## src/rtl/irq_pending_ctrl.sv

```systemverilog
// irq_pending_ctrl: interrupt front end for the 8-to-3 priority encoder.
// Detects rising edges on the request lines, latches them as pending,
// presents the masked pending vector to the encoder and offers the
// winning index to the CPU with a valid/ack handshake.
// Optional build macro: IRQ_OVERRUN_CNT_EN (lost-edge counter).
module irq_pending_ctrl #(
  parameter int N    = 8,  // encoder is fixed at 8 inputs; only 8 is supported
  parameter int IDXW = 3
) (
  input  logic            clk,
  input  logic            rst_n,
  input  logic [N-1:0]    irq_in,
  input  logic [N-1:0]    mask,
  output logic [N-1:0]    enc_din,
  output logic            enc_en,
  input  logic [IDXW-1:0] enc_y,
  output logic            irq_valid,
  output logic [IDXW-1:0] irq_id,
  input  logic            irq_ack,
  output logic [N-1:0]    pending,
  output logic [7:0]      overrun_cnt
);

  localparam logic [0:0] ST_IDLE = 1'b0;
  localparam logic [0:0] ST_WAIT = 1'b1;

  logic [N-1:0]    r_irq_prev;
  logic [N-1:0]    r_pending;
  logic [0:0]      r_state;
  logic            r_irq_valid;
  logic [IDXW-1:0] r_irq_id;

  logic [N-1:0]    w_rise;
  logic [N-1:0]    w_clr;
  logic [N-1:0]    w_masked;
  logic            w_any_masked;

  assign w_rise       = irq_in & ~r_irq_prev;
  assign w_masked     = r_pending & ~mask;
  assign w_any_masked = |w_masked;

  // One-hot clear of the offered bit; masking does not block the clear.
  always_comb begin
    w_clr = '0;
    if (r_state == ST_WAIT && irq_ack) begin
      w_clr[r_irq_id] = 1'b1;
    end
  end

  // Previous-cycle request sample for edge detection.
  always_ff @(posedge clk or negedge rst_n) begin
    if (!rst_n) begin
      r_irq_prev <= '0;
    end else begin
      r_irq_prev <= irq_in;
    end
  end

  // Pending register: a new edge wins over a same-cycle clear.
  always_ff @(posedge clk or negedge rst_n) begin
    if (!rst_n) begin
      r_pending <= '0;
    end else begin
      r_pending <= w_rise | (r_pending & ~w_clr);
    end
  end

  // Offer FSM: arbitrate only in IDLE, hold the offer until acknowledged.
  always_ff @(posedge clk or negedge rst_n) begin
    if (!rst_n) begin
      r_state     <= ST_IDLE;
      r_irq_valid <= 1'b0;
      r_irq_id    <= '0;
    end else begin
      case (r_state)
        ST_IDLE: begin
          if (w_any_masked) begin
            r_irq_id    <= enc_y;
            r_irq_valid <= 1'b1;
            r_state     <= ST_WAIT;
          end
        end
        ST_WAIT: begin
          if (irq_ack) begin
            r_irq_valid <= 1'b0;
            r_state     <= ST_IDLE;
          end
        end
        default: begin
          r_irq_valid <= 1'b0;
          r_state     <= ST_IDLE;
        end
      endcase
    end
  end

  assign enc_din   = w_masked;
  assign enc_en    = (r_state == ST_IDLE);
  assign irq_valid = r_irq_valid;
  assign irq_id    = r_irq_id;
  assign pending   = r_pending;

`ifdef IRQ_OVERRUN_CNT_EN
  logic       w_overrun;
  logic [7:0] r_overrun_cnt;

  // An edge landing on a still-pending bit (not cleared now) is lost.
  assign w_overrun = |(w_rise & r_pending & ~w_clr);

  // Saturating lost-edge counter; several losses in one cycle count once.
  always_ff @(posedge clk or negedge rst_n) begin
    if (!rst_n) begin
      r_overrun_cnt <= 8'd0;
    end else if (w_overrun && (r_overrun_cnt != 8'hFF)) begin
      r_overrun_cnt <= r_overrun_cnt + 8'd1;
    end
  end

  assign overrun_cnt = r_overrun_cnt;
`else
  assign overrun_cnt = 8'd0;
`endif

endmodule
```

## config.mk

```make
export PLATFORM = sky130hd
export DESIGN_NAME = irq_pending_ctrl
export DESIGN_NICKNAME = d
export VERILOG_FILES = /design/src/rtl/irq_pending_ctrl.sv
export SDC_FILE = /design/constraint.sdc
export NUM_CORES = 1
export LEC_CHECK = 0
export BUFFER_PORTS_ARGS = -buffer_cell sky130_fd_sc_hd__buf_4
export CAP_MARGIN = 0
export CORE_MARGIN = 2
export CORE_UTILIZATION = 43
export CTS_CLUSTER_DIAMETER = 80
export CTS_CLUSTER_SIZE = 10
export DETAILED_ROUTE_END_ITERATION = 10
export PLACE_DENSITY = 0.85
export REMOVE_ABC_BUFFERS = 1
export SYNTH_ARGS = -nofsm -noshare
export SYNTH_HDL_FRONTEND = slang
export SYNTH_SLANG_ARGS = --single-unit
```

## constraint.sdc

```tcl
create_clock -name clk -period 1.6 [get_ports clk]
set_input_delay 0.16 -clock clk [delete_from_list [all_inputs] [get_ports clk]]
set_output_delay 0.16 -clock clk [all_outputs]
set_load 0.05 [all_outputs]
```

==> report_table.html, run 1 <==
<table>
<tr><th>Metric</th><th>Value</th></tr>
<tr><th colspan="2">Global routing</th></tr>
<tr><td>Via count of the first global-routing pass</td><td>708</td></tr>
<tr><td>Remaining Overflow, GRT</td><td>0</td></tr>
<tr><td>Overall routing resource usage</td><td>17.8%</td></tr>
<tr><td>Antenna violations before repair</td><td>0</td></tr>
<tr><td>Wire length of the first global-routing pass</td><td>3350 um</td></tr>
<tr><td>Largest net degree at the start of global routing</td><td>22</td></tr>
<tr><th colspan="2">Power</th></tr>
<tr><td>P_sw</td><td>0.623 mW</td></tr>
<tr><td>Power density normalized to cell area</td><td>1110 nW/um^2</td></tr>
<tr><td>Share of power burned in registers</td><td>42.1%</td></tr>
<tr><td>Worst-case vdd ir drop</td><td>762 uV</td></tr>
<tr><td>Switching Share</td><td>41.0%</td></tr>
<tr><td>Combinational share of power</td><td>41.7%</td></tr>
<tr><td>Clock share of power</td><td>16.2%</td></tr>
<tr><td>Internal power contribution</td><td>0.896 mW</td></tr>
<tr><td>Standby leakage power</td><td>0.677 nW</td></tr>
<tr><th colspan="2">Run status</th></tr>
<tr><td>Result of the run</td><td>finished clean</td></tr>
<tr><th colspan="2">Logic synthesis</th></tr>
<tr><td>Main synth FF type</td><td>sky130_fd_sc_hd__dfrtp_1</td></tr>
<tr><td>Flop and latch count out of synthesis</td><td>21</td></tr>
<tr><td>Post-synthesis cell type count</td><td>18</td></tr>
<tr><td>Share of the yosys chip area belonging to registers</td><td>56.1%</td></tr>
<tr><td>Mean instance size in the synthesized netlist</td><td>12.0 um^2</td></tr>
<tr><td>Number of instances in the synthesized netlist</td><td>78</td></tr>
<tr><td>EDFF count, synth</td><td>0</td></tr>
<tr><td>Number of warnings printed during yosys synthesis</td><td>0</td></tr>
<tr><td>Area of the mapped netlist</td><td>936 um^2</td></tr>
<tr><td>Fraction of registers with async set or reset after synthesis</td><td>100%</td></tr>
<tr><th colspan="2">Clock tree</th></tr>
<tr><td>Root cell of the clock tree</td><td>sky130_fd_sc_hd__clkbuf_4</td></tr>
<tr><td>Number of sinks handled by clock tree synthesis</td><td>21</td></tr>
<tr><td>Clock latency of the later-clocked register in the worst-skew pair</td><td>0.30 ns</td></tr>
<tr><td>Number of buffers inserted by post-CTS setup repair</td><td>0</td></tr>
<tr><td>Clock tree from TritonCTS</td><td>built</td></tr>
<tr><td>Count of H-tree levels built during CTS</td><td>1</td></tr>
<tr><td>Count of instances resized after the clock tree is built</td><td>0</td></tr>
<tr><td>Total CTS buffers</td><td>3</td></tr>
<tr><td>Deepest clock path buffer count</td><td>2</td></tr>
<tr><td>Clock transition at the register clock pins on the worst setup and hold paths after CTS</td><td>0.11 ns</td></tr>
<tr><th colspan="2">STA</th></tr>
<tr><td>Max Slew Vio Count</td><td>0</td></tr>
<tr><td>Total setup violations reported at the end of the flow</td><td>0</td></tr>
<tr><td>Setup TNS</td><td>0 ns</td></tr>
<tr><td>Post-route worst setup slack</td><td>0.173 ns</td></tr>
<tr><td>Number of failing hold endpoints at the final stage</td><td>0</td></tr>
<tr><td>Final worst-path cycle share</td><td>89.2%</td></tr>
<tr><td>Timing-limited maximum frequency</td><td>701 MHz</td></tr>
<tr><td>Final critical path time including I/O delays and setup</td><td>1.43 ns</td></tr>
<tr><td>Unrepaired setup endpoints after global routing</td><td>no</td></tr>
<tr><td>Clock tree skew after final layout</td><td>0.00633 ns</td></tr>
<tr><th colspan="2">Detailed routing</th></tr>
<tr><td>Number of detailed-route iterations in the first pass</td><td>4</td></tr>
<tr><td>Total length of routed met2 wires</td><td>1120 um</td></tr>
<tr><td>Wire length on met3</td><td>120 um</td></tr>
<tr><td>Number of design rule violations left after detail routing</td><td>0</td></tr>
<tr><td>Post-detailed-route count of antenna-violating nets</td><td>0</td></tr>
<tr><td>DR WL/cell</td><td>12.9 um</td></tr>
<tr><td>Top sig layer</td><td>met4</td></tr>
<tr><td>Routed WL</td><td>2050 um</td></tr>
<tr><td>Via-to-Cell Ratio</td><td>4.59</td></tr>
<tr><td>Via count</td><td>730</td></tr>
<tr><td>First-iteration detailed-routing DRC count</td><td>7</td></tr>
<tr><td>Length of routed wiring on met1</td><td>799 um</td></tr>
<tr><th colspan="2">Placement</th></tr>
<tr><td>Final GP Congestion</td><td>0.781</td></tr>
<tr><td>Number of buffer cells added on primary ports</td><td>42</td></tr>
<tr><td>Dpl ws</td><td>0.185 ns</td></tr>
<tr><td>Post-placement cell count</td><td>146</td></tr>
<tr><td>Post-Place Cell Area</td><td>1250 um^2</td></tr>
<tr><td>Placed wire-length estimate</td><td>1590 um</td></tr>
<tr><th colspan="2">Final layout</th></tr>
<tr><td>Filler cell count</td><td>152</td></tr>
<tr><td>Multi-input logic area</td><td>343 um^2</td></tr>
<tr><td>Post-layout util</td><td>68.3%</td></tr>
<tr><td>Finished layout cell area</td><td>1370 um^2</td></tr>
<tr><td>Post-synthesis to final-layout area growth</td><td>46.1%</td></tr>
<tr><td>Diodes inserted</td><td>0</td></tr>
<tr><td>Final nets</td><td>155</td></tr>
<tr><td>Layout cells sized above 1</td><td>41.7%</td></tr>
<tr><td>Number of standard cells in the final layout excluding fillers</td><td>159</td></tr>
<tr><td>Register area</td><td>526 um^2</td></tr>
<tr><th colspan="2">Setup path</th></tr>
<tr><td>Critical Path Slowest Stage Cell</td><td>sky130_fd_sc_hd__dfrtp_1</td></tr>
<tr><td>Crit-path leading delay family</td><td>simple AND/OR/NAND/NOR gates</td></tr>
<tr><td>Cell chain of the critical path</td><td>nor2b_4 &gt; nor4_4 &gt; a21oi_2 &gt; mux2_1</td></tr>
<tr><td>Number of buffers and inverters on the critical path</td><td>0</td></tr>
<tr><td>Critical Path AT</td><td>1.61 ns</td></tr>
<tr><td>Crit end category</td><td>register</td></tr>
<tr><td>Startpoint type of the worst setup path</td><td>register</td></tr>
<tr><td>Delay of the slowest critical-path stage</td><td>0.41 ns</td></tr>
<tr><td>WP data required</td><td>1.79 ns</td></tr>
<tr><td>Maximum fanout encountered on the critical timing path</td><td>4</td></tr>
<tr><td>Crit Path Class</td><td>reg2reg</td></tr>
<tr><th colspan="2">Floorplan</th></tr>
<tr><td>Number of placed I/O pins</td><td>51</td></tr>
<tr><td>Initial cell density of the core</td><td>46.8%</td></tr>
<tr><td>Overall die width</td><td>50.7 um</td></tr>
<tr><td>Height of the chip</td><td>50.7 um</td></tr>
<tr><td>Site Rows</td><td>16</td></tr>
<tr><td>Total Die Area</td><td>2570 um^2</td></tr>
<tr><td>Core box area</td><td>2000 um^2</td></tr>
<tr><th colspan="2">Job</th></tr>
<tr><td>Count of max-cap constraint violations</td><td>0</td></tr>
<tr><th colspan="2">Min path</th></tr>
<tr><td>HP Class</td><td>in2reg</td></tr>
</table>
==> power by group through the flow <==
stage | sequential (mW) | clock (mW) | combinational [mW]
floorplan | 0.801 | 0 | 0.260
detailed placement | 0.651 | 0 | 0.619
finish | 0.640 | 0.246 | 0.633
global placement | 0.645 | 0 | 0.613
CTS | 0.640 | 0.256 | 0.638
global route | 0.648 | 0.286 | 0.665
==> worst register-to-register path, delay by kind of cell, from the launching register on <==
family	cells	cell delay, ns
DFF	1	0.41
AOI/OAI and AO/OA	1	0.13
and+or+nand+nor	2	0.45
muxes	1	0.32
==> routing by layer <==
layer	GRT usage, %	up-vias
li1	-	349
met1	21.6	351
met2	30.9	28
met3	2.98	2
met4	8.11	0
met5	0	-
==> per-stage QoR <==
stage	total power [mW]	hold slack (ns)
finish	1.52	0.0668
global route	1.60	0.0596
CTS	1.53	0.0641
detailed placement	1.27	0.0524
global placement	1.26	0.0533
floorplan	1.06	-0.136
==> what timing repair did <==
item | in CTS | in global routing
setup endpoints to repair | 0 | 0
hold endpoints to repair | 29 | 0
hold buffers | 9 | 0
==> synthesized netlist by cell type (2+ instances only) <==
cell / number / area, um^2
sky130_fd_sc_hd__dfrtp_1: 21 / 526
sky130_fd_sc_hd__o21ai_0: 14 / 70.1
sky130_fd_sc_hd__inv_1: 9 / 33.8
sky130_fd_sc_hd__buf_4: 8 / 60.1
sky130_fd_sc_hd__nor2b_4: 5 / 68.8
sky130_fd_sc_hd__mux2_1: 3 / 33.8
sky130_fd_sc_hd__and2b_1: 2 / 15.0
sky130_fd_sc_hd__nand2_1: 2 / 7.51
sky130_fd_sc_hd__nand2b_1: 2 / 12.5
sky130_fd_sc_hd__nand3_1: 2 / 10.0
sky130_fd_sc_hd__nor4_4: 2 / 42.5
sky130_fd_sc_hd__o31ai_1: 2 / 15.0
==> layout by cell type, fill, tap and decap left out, drive strengths merged <==
cell type,n
nor2b,6
inv,9
and2b,2
dlygate4sd3,9
nand2b,2
o21a,1
buf,42
nand3,2
clkbuf,4
or2,1
o31ai,2
nand2,2
mux2,3
o21ai,14
dfrtp,21
nor4,2
a21oi,1
conb,8
and2,1
==> final cells by class <==
type | count | share of cell area [%]
clock buffer | 4 | 1.92
tap | 27 | 2.47
sequential | 21 | 38.4
inverter | 9 | 2.47
multi-input combinational | 47 | 25.1
timing repair buffer | 51 | 29.6
==> cells by family (layout without fill, tap and decap cells) <==
| family | after synthesis | after routing | share of synthesized area (%) |
|---|---|---|---|
| and+or+nand+nor | 18 | 18 | 19.0 |
| DFF | 21 | 21 | 56.1 |
| muxes | 3 | 3 | 3.61 |
| other | 1 | 8 | 0.401 |
| AOI/OAI and AO/OA | 18 | 18 | 10.8 |
| buffers and inverters | 17 | 64 | 10.0 |
==> worst paths after layout <==
kind | start | endpoint | slack [ns] | depth (start not counted)
worst max-delay path | pending[5] | irq_id[0] | 0.17 | 4
worst min-delay path | enc_y[1] | irq_id[1] | 0.07 | 2
worst max register to register | pending[5] | irq_id[0] | 0.17 | 4
worst min register to register | r_irq_prev[2] | pending[2] | 0.43 | 1
max in group asynchronous | rst_n | pending[0] | 1.12 | 2
min in group asynchronous | rst_n | pending[4] | 0.26 | 2
==> flip-flops by register name (all words and copies together) (netlist names) <==
signal	cells
r_state	1
pending	8
irq_valid	1
r_irq_prev	8
irq_id	3
Note: power is estimated with default switching activity, not from simulation.
==> run 2, diff against run 1 <==
--- a/config.mk
+++ b/config.mk
@@ -8,11 +8,11 @@
 export BUFFER_PORTS_ARGS = -buffer_cell sky130_fd_sc_hd__buf_4
 export CAP_MARGIN = 0
 export CORE_MARGIN = 2
-export CORE_UTILIZATION = 43
+export CORE_UTILIZATION = 31
 export CTS_CLUSTER_DIAMETER = 80
 export CTS_CLUSTER_SIZE = 10
 export DETAILED_ROUTE_END_ITERATION = 10
-export PLACE_DENSITY = 0.85
+export PLACE_DENSITY = 0.66
 export REMOVE_ABC_BUFFERS = 1
 export SYNTH_ARGS = -nofsm -noshare
 export SYNTH_HDL_FRONTEND = slang
==> report_table.html, run 2 (same netlist as run 1, synthesis figures left out) <==
<table>
<tr><th>Metric</th><th>Value</th></tr>
<tr><th colspan="2">Clock tree</th></tr>
<tr><td>Count of instances resized after the clock tree is built</td><td>0</td></tr>
<tr><td>Number of buffers inserted by post-CTS setup repair</td><td>0</td></tr>
<tr><td>Count of H-tree levels built during CTS</td><td>1</td></tr>
<tr><td>Number of sinks handled by clock tree synthesis</td><td>21</td></tr>
<tr><td>Clock tree from TritonCTS</td><td>built</td></tr>
<tr><td>Root cell of the clock tree</td><td>sky130_fd_sc_hd__clkbuf_4</td></tr>
<tr><td>Deepest clock path buffer count</td><td>2</td></tr>
<tr><td>Total CTS buffers</td><td>3</td></tr>
<tr><td>Clock latency of the later-clocked register in the worst-skew pair</td><td>0.30 ns</td></tr>
<tr><td>Clock transition at the register clock pins on the worst setup and hold paths after CTS</td><td>0.12 ns</td></tr>
<tr><th colspan="2">STA</th></tr>
<tr><td>Total setup violations reported at the end of the flow</td><td>0</td></tr>
<tr><td>Post-route worst hold slack</td><td>0.0689 ns</td></tr>
<tr><td>Post-route worst setup slack</td><td>0.138 ns</td></tr>
<tr><td>Timing-limited maximum frequency</td><td>684 MHz</td></tr>
<tr><td>Unrepaired setup endpoints after global routing</td><td>no</td></tr>
<tr><td>Clock tree skew after final layout</td><td>0.000526 ns</td></tr>
<tr><td>Final worst-path cycle share</td><td>91.4%</td></tr>
<tr><td>Final critical path time including I/O delays and setup</td><td>1.46 ns</td></tr>
<tr><td>Number of failing hold endpoints at the final stage</td><td>0</td></tr>
<tr><td>Max Slew Vio Count</td><td>0</td></tr>
<tr><th colspan="2">Min path</th></tr>
<tr><td>HP Class</td><td>in2reg</td></tr>
<tr><td>Hold depth</td><td>2</td></tr>
<tr><td>Hold_sp</td><td>enc_y[2]</td></tr>
<tr><td>End point of the most critical hold path</td><td>irq_id[2]</td></tr>
<tr><th colspan="2">Setup path</th></tr>
<tr><td>Crit Path Class</td><td>reg2reg</td></tr>
<tr><td>Reg-to-reg slack, setup</td><td>0.14 ns</td></tr>
<tr><td>Startpoint type of the worst setup path</td><td>register</td></tr>
<tr><td>Maximum fanout encountered on the critical timing path</td><td>4</td></tr>
<tr><td>WP data required</td><td>1.80 ns</td></tr>
<tr><td>Beginning of the worst register-to-register path</td><td>pending[6]</td></tr>
<tr><td>Crit end category</td><td>register</td></tr>
<tr><td>Worst Reg-to-Reg Cells</td><td>4</td></tr>
<tr><td>Terminus of the critical flop-to-flop path</td><td>irq_id[0]</td></tr>
<tr><td>Critical Path AT</td><td>1.66 ns</td></tr>
<tr><th colspan="2">Power</th></tr>
<tr><td>Power density normalized to cell area</td><td>1110 nW/um^2</td></tr>
<tr><td>Standby leakage power</td><td>0.680 nW</td></tr>
<tr><td>Worst-case vdd ir drop</td><td>512 uV</td></tr>
<tr><th colspan="2">Floorplan</th></tr>
<tr><td>Core box area</td><td>2810 um^2</td></tr>
<tr><td>Height of the chip</td><td>58.9 um</td></tr>
<tr><td>Total Die Area</td><td>3470 um^2</td></tr>
<tr><td>Site Rows</td><td>19</td></tr>
<tr><td>Number of placed I/O pins</td><td>51</td></tr>
<tr><td>Overall die width</td><td>58.9 um</td></tr>
<tr><td>Initial cell density of the core</td><td>33.4%</td></tr>
<tr><th colspan="2">Detailed routing</th></tr>
<tr><td>First-iteration detailed-routing DRC count</td><td>5</td></tr>
<tr><td>Length of routed wiring on met1</td><td>797 um</td></tr>
<tr><td>Routed WL</td><td>2060 um</td></tr>
<tr><td>Via-to-Cell Ratio</td><td>4.45</td></tr>
<tr><td>DR WL/cell</td><td>12.6 um</td></tr>
<tr><td>Via count</td><td>725</td></tr>
<tr><td>Top sig layer</td><td>met4</td></tr>
<tr><td>Total length of routed met2 wires</td><td>1080 um</td></tr>
<tr><td>Number of design rule violations left after detail routing</td><td>2</td></tr>
<tr><td>Post-detailed-route count of antenna-violating nets</td><td>0</td></tr>
<tr><td>Wire length on met3</td><td>163 um</td></tr>
<tr><td>Number of detailed-route iterations in the first pass</td><td>7</td></tr>
<tr><th colspan="2">Run status</th></tr>
<tr><td>Violated checks</td><td>design-rule violations</td></tr>
<tr><td>Result of the run</td><td>finished with violations</td></tr>
<tr><th colspan="2">Final layout</th></tr>
<tr><td>Final nets</td><td>155</td></tr>
<tr><td>Post-synthesis to final-layout area growth</td><td>46.8%</td></tr>
<tr><td>Layout cells sized above 1</td><td>42.4%</td></tr>
<tr><td>Commonest non-fill, non-tap cells in the layout</td><td>sky130_fd_sc_hd__buf_4, sky130_fd_sc_hd__dfrtp_1, sky130_fd_sc_hd__o21ai_0</td></tr>
<tr><td>Commonest non-fill, non-tap cell in the layout</td><td>sky130_fd_sc_hd__buf_4</td></tr>
<tr><td>Diodes inserted</td><td>0</td></tr>
<tr><th colspan="2">Global routing</th></tr>
<tr><td>Antenna violations before repair</td><td>0</td></tr>
<tr><td>Remaining Overflow, GRT</td><td>0</td></tr>
<tr><td>Overall routing resource usage</td><td>13.5%</td></tr>
<tr><td>Wire length of the first global-routing pass</td><td>3490 um</td></tr>
<tr><td>Via count of the first global-routing pass</td><td>771</td></tr>
<tr><td>Largest net degree at the start of global routing</td><td>22</td></tr>
<tr><th colspan="2">Placement</th></tr>
<tr><td>Final GP Congestion</td><td>0.768</td></tr>
<tr><td>Dpl ws</td><td>0.129 ns</td></tr>
<tr><td>Number of buffer cells added on primary ports</td><td>42</td></tr>
<tr><th colspan="2">Job</th></tr>
<tr><td>Count of max-cap constraint violations</td><td>0</td></tr>
</table>
run 2: cell count changes in the layout (fill, tap and decap cells not counted):
| cell | previous run | this run |
|---|---|---|
| sky130_fd_sc_hd__clkbuf_1 | 1 | 0 |
| sky130_fd_sc_hd__clkinv_2 | 0 | 1 |
run 2: timing repair:
action / in CTS / in global routing
hold buffers: 9 / 0
hold endpoints to repair: 29 / 0
setup endpoints to repair: 0 / 0
run 2: through the flow:
stage                     cell area (um^2)  utilization [%]  power (mW)  setup TNS [ns]  instances
after floorplan                        902                -        1.06           -1.37         77
after global placement                1260             44.8        1.26               0        150
after detailed placement              1260             44.8        1.27               0        150
after CTS                             1370             49.0        1.54               0        163
after global routing                  1370             49.0        1.62               0        163
final                                 1370             49.0        1.53               0        163
run 2: worst max-delay path by stage:
| stage | startpoint | end | slack (ns) | cells past startpoint |
|---|---|---|---|---|
| floorplan | pending[4] | irq_id[0] | -0.41 | 4 |
| global placement | pending[6] | irq_id[1] | 0.18 | 4 |
| detailed placement | pending[6] | irq_id[0] | 0.13 | 4 |
| CTS | pending[6] | irq_id[0] | 0.11 | 4 |
| global route | pending[7] | irq_id[1] | 0.06 | 4 |
| finish | pending[6] | irq_id[0] | 0.14 | 4 |
run 2: report_power, final:
part	switching (mW)	leakage (nW)	internal, mW
registers	0.0524	0.227	0.588
logic	0.422	0.435	0.211
clock network	0.163	0.0177	0.0932
total	0.637	0.680	0.892
run 2: cell type report:
cell class                 instances  area, um^2
inverter                           9        33.8
tap                               31        38.8
fill                             266        1430
clock inverter                     1        5.00
sequential                        21         526
clock buffer                       3        22.5
timing repair buffer              51         405
multi-input combinational         47         343
run 2: worst max-delay path: stages (launching register included):
cell,delay [ns]
sky130_fd_sc_hd__dfrtp_1,0.41
sky130_fd_sc_hd__nor2b_4,0.14
sky130_fd_sc_hd__nor4_4,0.34
sky130_fd_sc_hd__a21oi_2,0.14
sky130_fd_sc_hd__mux2_1,0.33
run 2: layer usage:
metal	vias up	track usage, %
li1	347	-
met1	334	15.6
met2	40	24.3
met3	4	2.86
met4	0	4.87
met5	-	0
